[config.mk]
export PLATFORM = sky130hd
export DESIGN_NAME = example_text_memory_loader
export DESIGN_NICKNAME = d
export VERILOG_FILES = /design/src/rtl/example_text_memory_loader.sv
export SDC_FILE = /design/constraint.sdc
export NUM_CORES = 1
export LEC_CHECK = 0
export ABC_AREA = 1
export CORE_ASPECT_RATIO = 1.4
export CORE_MARGIN = 3
export CORE_UTILIZATION = 35
export CTS_BUF_LIST = sky130_fd_sc_hd__clkbuf_16
export DETAILED_ROUTE_END_ITERATION = 6
export PLACE_DENSITY = 0.52
export SLEW_MARGIN = 20
export SYNTH_ARGS = -nofsm -noshare
export SYNTH_HDL_FRONTEND = slang
export SYNTH_SLANG_ARGS = --single-unit
[constraint.sdc]
create_clock -name clock -period 2.4 [get_ports clock]
set_input_delay 0.48 -clock clock [delete_from_list [all_inputs] [get_ports clock]]
set_output_delay 0.48 -clock clock [all_outputs]
set_load 0.01 [all_outputs]
[src/rtl/example_text_memory_loader.sv]
// Boot loader: packs a valid/ready byte stream (LE word-count header, LE payload) into text memory words.
// Write strobe 1 cycle after each lane-3 byte; no memory backpressure. Optional checksum trailer: LOADER_CHECKSUM_EN.
module example_text_memory_loader #(
  parameter int          TEXT_BITS  = 16,
  parameter logic [31:0] TEXT_BEGIN = 32'h00400000
) (
  input  logic                 clock,
  input  logic                 reset_n,
  input  logic                 start,
  input  logic [7:0]           in_data,
  input  logic                 in_valid,
  output logic                 in_ready,
  output logic [TEXT_BITS-3:0] mem_address,
  output logic [31:0]          mem_write_data,
  output logic                 mem_write_enable,
  output logic [31:0]          load_address,
  output logic                 busy,
  output logic                 done,
  output logic                 error
);

  localparam int          AW       = TEXT_BITS - 2;
  localparam int          CW       = TEXT_BITS - 1;
  localparam logic [32:0] CAPACITY = 33'd1 << AW;

`ifdef LOADER_CHECKSUM_EN
  typedef enum logic [2:0] {S_IDLE, S_HEADER, S_DATA, S_CHECK, S_DONE, S_ERROR} state_t;
  localparam state_t S_FINISH = S_CHECK;
  logic [31:0] sum_q;
`else
  typedef enum logic [2:0] {S_IDLE, S_HEADER, S_DATA, S_DONE, S_ERROR} state_t;
  localparam state_t S_FINISH = S_DONE;
`endif

  state_t          state, state_nxt;
  logic [1:0]      byte_cnt;
  logic [CW-1:0]   word_cnt;
  logic [23:0]     asm_q;
  logic [31:0]     word_total;
  logic            accept, lane_done, last_word;
  logic [31:0]     full_word;

  assign accept    = in_valid && in_ready;
  assign lane_done = accept && (byte_cnt == 2'd3);
  assign full_word = {in_data, asm_q};
  // word_cnt is the index of the word being assembled or strobed
  assign last_word = (32'(word_cnt) + 32'd1) == word_total;

  // the final word's strobe must not overlap a stray payload byte
  assign in_ready = (state == S_HEADER)
`ifdef LOADER_CHECKSUM_EN
                 || (state == S_CHECK)
`endif
                 || ((state == S_DATA) && !(mem_write_enable && last_word));

  assign busy  = (state == S_HEADER) || (state == S_DATA)
`ifdef LOADER_CHECKSUM_EN
              || (state == S_CHECK)
`endif
              ;
  assign done  = (state == S_DONE);
  assign error = (state == S_ERROR);

  always_ff @(posedge clock) begin
    if (!reset_n) state <= S_IDLE;
    else          state <= state_nxt;
  end

  always_comb begin
    state_nxt = state;
    case (state)
      S_IDLE, S_DONE, S_ERROR: if (start) state_nxt = S_HEADER;
      S_HEADER: if (lane_done) begin
        if (full_word == 32'd0)                 state_nxt = S_FINISH;
        else if ({1'b0, full_word} > CAPACITY)  state_nxt = S_ERROR;
        else                                    state_nxt = S_DATA;
      end
`ifdef LOADER_CHECKSUM_EN
      S_DATA:  if (lane_done && last_word) state_nxt = S_CHECK;
      S_CHECK: if (lane_done) state_nxt = (full_word == sum_q) ? S_DONE : S_ERROR;
`else
      S_DATA:  if (mem_write_enable && last_word) state_nxt = S_DONE;
`endif
      default: state_nxt = S_IDLE;
    endcase
  end

  always_ff @(posedge clock) begin
    if (!reset_n) begin
      byte_cnt         <= '0;
      word_cnt         <= '0;
      asm_q            <= '0;
      word_total       <= '0;
      mem_write_enable <= 1'b0;
      mem_write_data   <= '0;
      mem_address      <= '0;
      load_address     <= '0;
`ifdef LOADER_CHECKSUM_EN
      sum_q            <= '0;
`endif
    end else begin
      mem_write_enable <= 1'b0;
      if (mem_write_enable) word_cnt <= word_cnt + 1'b1;
      if (accept) begin
        byte_cnt <= byte_cnt + 2'd1;
        if (byte_cnt != 2'd3) asm_q[{byte_cnt, 3'b000} +: 8] <= in_data;
      end
      if (state == S_HEADER && lane_done) word_total <= full_word;
      if (state == S_DATA && lane_done) begin
        mem_write_enable <= 1'b1;
        mem_write_data   <= full_word;
        mem_address      <= word_cnt[AW-1:0];
        load_address     <= TEXT_BEGIN + 32'({word_cnt[AW-1:0], 2'b00});
`ifdef LOADER_CHECKSUM_EN
        sum_q            <= sum_q + full_word;
`endif
      end
      if (start && !busy) begin
        byte_cnt <= '0;
        word_cnt <= '0;
`ifdef LOADER_CHECKSUM_EN
        sum_q    <= '0;
`endif
      end
    end
  end

endmodule
== Word level (Yosys, flattened, before mapping) ==
Index checks and enable logic that the tools add are counted.
W data, S select, Z words.
Word-level totals
  register bits: 155
  bits in latches: 0
  memory bits (writable): 0
  memory bits (read-only): 0
  output and inout bits: 83
  memories kept: 0
Cells by class
  add/sub/neg operators: 5
  multiply operators: 0
  divide/modulo/power cells: 0
  magnitude comparators: 1
  eq/ne operators: 10
  shift operators: 2
  mux-type cells: 8
  bitwise gates (word level): 1
  reductions and logical operators: 17
Operators with widths (count)
  $eq A16 B32 Y1: 1
  $gt A32 B15 Y1 const B: 1
  $logic_not A32 Y1: 1
  $add A23 B16 Y24 const A: 1
  $bwmux W24: 1
  $shift A8 B7 Y24 const A: 1
  $shiftx A8 B7 Y24: 1
  $add A15 B1 Y16 const B: 1
  $add A15 B1 Y15 const B: 1
  $mux W3: 5
  $pmux W3 S3: 1
  $logic_and A1 B1 Y1: 7
  $neg A5 Y7: 1
  $eq A3 B2 Y1 const B: 2
  $ne A2 B2 Y1 const B: 3
  $eq A3 B1 Y1 const B: 1
  $eq A3 B3 Y1 const B: 1
  $logic_not A3 Y1: 1
  $reduce_and A3 Y1: 1
  $reduce_or A3 Y1: 1
  $add A2 B1 Y2 const B: 1
  $eq A2 B2 Y1 const B: 1
  $logic_not A1 Y1: 2
  $logic_or A1 B1 Y1: 2
  5 further kinds: 5

== Depth between registers and ports, before layout ==
Gate-level depths: netlist of the first run.
  depth after elaboration: 10
  gate-level depth with buffers: 20
  gate-level depth less buffers: 18

== Worst setup path after synthesis of the first run ==
OpenSTA, ideal clock, no wires.
  kind: register to register
  start: reg word_cnt[0]
  end: reg mem_address[12]
  library setup time: 113 ps
  arrival: 2093 ps
  slack: 194 ps
  stages on the path, launching flop included: 16
  buffers on the path: 2
  cells stage by stage: dfxtp_1 ha_1 nand2_1 nor2_4 nand3_1 xnor3_1 nand2_1 nor2_1 nand3_1 nand2_2 nand2_4 nand4_2 buf_6 buf_4 nor2_1 nor2_1
Between the ends
  longest elaborated chain between the ends: 9
RTL lines
  start: declaration: RTL line 37  | logic [CW-1:0] word_cnt;
  start signal: assignment: RTL line 103  | if (mem_write_enable) word_cnt <= word_cnt + 1'b1;
  $add A15 B1 Y16: RTL line 47  | assign last_word = (32'(word_cnt) + 32'd1) == word_total;
  $eq A16 B32 Y1: RTL line 47
  $logic_and A1 B1 Y1: RTL line 54  | || ((state == S_DATA) && !(mem_write_enable && last_word));
  $logic_not A1 Y1: RTL line 54
  $logic_and A1 B1 Y1: RTL line 54
  $logic_or A1 B1 Y1: RTL line 50  | assign in_ready = (state == S_HEADER)
  named net in_ready: RTL line 12  | output logic in_ready,
  $logic_and A1 B1 Y1: RTL line 43  | assign accept = in_valid && in_ready;
  $logic_and A1 B1 Y1: RTL line 44  | assign lane_done = accept && (byte_cnt == 2'd3);
  $logic_and A1 B1 Y1: RTL line 109  | if (state == S_DATA && lane_done) begin
  end signal: assignment: RTL line 112  | mem_address <= word_cnt[AW-1:0];
  end: declaration: RTL line 13  | output logic [TEXT_BITS-3:0] mem_address,
The timed path passes the listed nets, and every way through them passes these cells.
A chain may end at the register's enable or synchronous reset.

== Worst setup path after layout of the first run ==
  start: reg word_cnt[0]
  end: out in_ready
Between the ends
  longest elaborated chain between the ends: 6
RTL lines (RTL line)
  $add A15 B1 Y16: 47
  $eq A16 B32 Y1: 47
  $logic_and A1 B1 Y1: 54
  $logic_not A1 Y1: 54
  $logic_and A1 B1 Y1: 54
  $logic_or A1 B1 Y1: 50
  end: declaration: 12
No other way between the ends.

==> impl_metrics.py, run 1 <==
metrics = {
    "outcome": {
        "run_status": "complete, but fails checks",
        "failed_checks": "negative setup slack",
    },
    "cts": {
        "cts.htree.levels": 4,
        "clock_latency_ns": 0.43,
        "tritoncts.num_buffers": 17,
        "tritoncts": "yes",
        "cts_buffer_depth": 2,
        "cts.sinks": 124,
        "clock-root-buffer": "clkbuf_16",
        "clk_pin_slew_ns": 0.05,
    },
    "global_route": {
        "grt_overflow": 0,
        "largest_net_degree_at_the_start_of_global_routing": 57,
        "grtUsageTotal_pct": 19.4,
        "number_of_antenna_violations_at_the_first_check_in_global_routing": 0,
        "vias_in_the_first_global_route": 5660,
        "global_route_wire_length_before_repair_um": 29000,
    },
    "sta": {
        "timing.clock.skew_ns": 0.00603,
        "max_freq_ghz": 0.371,
        "min_period_over_period_pct": 112,
        "fin_hold_ws_ns": 0.453,
        "finalSetupViolations": 73,
        "rsz0062_at_grt": "true",
        "timing.final.hold_violations": 0,
        "timing.max_slew.rel_slack_pct": 56.8,
        "final.min_clock_period_ns": 2.70,
        "final.setup.worst_slack_ns": -0.297,
        "finalMaxSlewViolations": 0,
        "worst-slew-pin-transition_ns": 0.648,
    },
    "routing": {
        "drtPass1Iterations": 5,
        "count_of_routing_violations_after_the_opening_detailed_route_iteration": 236,
        "antenna_violating_nets_post_route": 0,
        "drt-vias-per-instance": 4.51,
        "drc": 0,
        "routedWlPerCell_um": 14.1,
        "num_vias": 5839,
        "routed_wirelength_um": 18300,
    },
    "yosys": {
        "synthesis.yosys.warnings": 0,
        "synth-async-reset-ratio_pct": 0,
        "synth.area.top_cells": "dfxtp_1 41%, nand2_1 14%, nor2_1 11%, inv_1 8.5%, buf_4 4.3%",
        "synthesis.area_per_instance_um2": 6.58,
        "synthFlopType": "dfxtp_1",
        "seq_area_frac_synth_pct": 40.6,
        "synth_commonest_cells": "232 x nand2_1, 182 x nor2_1, 138 x inv_1, 124 x dfxtp_1, 48 x a21oi_1",
        "synth_edf_count": 0,
        "synth_top_cell_by_area": "dfxtp_1",
        "ys_seq_elements": 124,
        "cell_area_after_synthesis_um2": 6120,
        "yosys.cell_types.count": 35,
        "synth.top_cell.area_share_pct": 40.6,
        "synthMostInstantiatedCell": "nand2_1",
        "synth_cells": 930,
    },
    "power_and_ir_drop": {
        "power_frac_comb_pct": 7.5,
        "intPower_mw": 3.81,
        "netSwitchingPower_mw": 1.19,
        "irDropWorstVdd_mv": 0.356,
        "power-per-cell-area_nw_per_um2": 593,
        "power.share.sequential_pct": 42.3,
        "p_leak_nw": 3.98,
        "clockPowerShare_pct": 50.2,
        "netSwitchingFraction_pct": 23.8,
    },
    "setup_path": {
        "setup.worst_path.start": "word_cnt[0]$_SDFFE_PP0P_",
        "timing.reg2reg.setup_slack_ns": -0.17,
        "critPathLaunchType": "register",
        "endpoint_kind": "output pin",
        "timing.rr.start": "word_cnt[0]$_SDFFE_PP0P_",
        "required_ns": 1.92,
        "timing.setup.critical_path_class": "reg -> out",
        "crit_path_max_fanout": 6,
        "worst_ep_arrival_time_ns": 2.22,
    },
    "layout": {
        "final_nets": 1069,
        "final_layout_size_suffix_gt1_share_pct": 14.3,
        "diodes": 0,
        "final.fill_count": 1745,
        "finalCoreUtilization_pct": 49.8,
        "flow.area_growth_from_synthesis_pct": 38.0,
    },
    "die": {
        "initial_utilization_pct": 36.1,
        "rows": 56,
        "core_um2": 17000,
        "floorplan.io_pins": 95,
        "design.die.area_um2": 19100,
        "dieHeight_um": 162,
        "die_w_um": 118,
    },
    "placement": {
        "place_worst_setup_slack_ns": -0.410,
        "port_buffers": 77,
        "hpwlAfterDp_um": 12100,
        "gp_routability_congestion": 0.848,
    },
    "hold_path": {
        "hold_path_startpoint": "word_total[30]$_SDFFE_PN0P_",
        "timing.hold.worst.class": "reg -> reg",
    },
    "run": {
        "drv_cap": 0,
    },
}
placed cells by master, fill, tap and decap left out, types with 3 or more instances in the layout:
master           count
nand2_1            218
nor2_1             168
inv_1              140
dfxtp_1            118
clkdlybuf4s50_1     75
buf_4               53
a21oi_1             48
o21ai_0             41
nand3_1             29
clkbuf_16           20
conb_1              17
o21bai_1            15
nand2_2             11
buf_12              11
nor2_2              10
nand4_1              8
nor2_4               6
nand2_4              5
clkinv_1             5
ha_1                 5
nand4_4              4
o211ai_1             4
nor3_1               4
nor4_1               4
buf_16               4
dfxtp_2              4
inv_2                3
nand3_2              3
xor2_1               3
bufinv_16            3
registers in the layout (all words and copies together) (netlist names):
register,count
asm_q,24
byte_cnt,2
load_address,2
mem_address,13
mem_write_data,32
mem_write_enable,1
state,3
word_cnt,15
word_total,32
stage by stage:
stage | std cells | instance area, µm² | total power, mW | TNS [ns]
floorplan | 946 | 6180 | 2.36 | 0
global placement | 1242 | 7300 | 2.49 | -12.90
detailed placement | 1242 | 7300 | 2.49 | -15.44
CTS | 1288 | 8220 | 5.02 | -14.69
global route | 1295 | 8440 | 5.18 | -17.30
finish | 1295 | 8440 | 5.00 | -5.48
power by group through the flow:
| stage | combinational, mW | sequential, mW | clock, mW |
|---|---|---|---|
| final | 0.375 | 2.11 | 2.51 |
| after global routing | 0.412 | 2.11 | 2.65 |
| after detailed placement | 0.332 | 2.16 | 0 |
| after CTS | 0.346 | 2.11 | 2.56 |
| after floorplan | 0.220 | 2.14 | 0 |
| after global placement | 0.334 | 2.16 | 0 |
area by class of cell:
type                       instances  area (µm²)  share of cell area, %
timing repair buffer             151        1610                   19.1
multi-input combinational        617        2960                   35.0
clock buffer                      17         425                   5.04
clock inverter                    14         139                   1.65
sequential                       124        2490                   29.6
tap                              232         290                   3.44
inverter                         140         526                   6.22
critical path, stage by stage, from the launching register on:
cell and delay [ns]:
dfxtp_4 0.37, ha_4 0.16, nand2_4 0.06, nor2_4 0.15
buf_4 0.14, nand3_1 0.11, xor3_1 0.21, nand2_1 0.05
nor2_1 0.12, nand3_2 0.13, nand2_2 0.12, nand2_4 0.05
buf_6 0.11
what timing repair did:
action,4_1_cts,5_1_grt
hold buffers,0,0
gates cloned,6,3
resized for setup,35,41
buffers inserted,9,7
endpoints found under the setup margin,75,77
pin swaps,5,22
final timing paths:
| path | depth (start not counted) | end |
|---|---|---|
| worst min register to register | 2 | word_total[30]$_SDFFE_PN0P_ |
| worst max-delay path | 12 | in_ready |
| worst max register to register | 19 | mem_write_data[12]$_SDFFE_PN0P_ |
| worst min-delay path | 2 | word_total[30]$_SDFFE_PN0P_ |
kinds of logic (layout without fill, tap and decap cells):
kind of cell / after synthesis / count (layout) / synth area share (%)
AO/OA/AOI/OAI: 116 / 116 / 10.4
flip-flops: 124 / 124 / 40.6
AND/OR/NAND/NOR: 473 / 473 / 31.3
adder cells (fa/ha/maj): 6 / 6 / 1.23
other: 1 / 17 / 0.0613
XOR/XNOR: 5 / 5 / 1.19
buffers and inverters: 205 / 322 / 15.2
routing by layer:
layer | part of all wire, % | track usage [%]
met5 | 0 | 0
met4 | 3.6 | 9.23
met3 | 3.5 | 4.52
met2 | 54 | 36.7
met1 | 38 | 20.1
No activity file was read; power rests on OpenSTA's default activity.
==> run 2: changes to the inputs <==
Settings changed: HOLD_SLACK_MARGIN from default to 0.02.
==> results of run 2 <==
Final layout, timing and power as in run 1 (identical DEF).
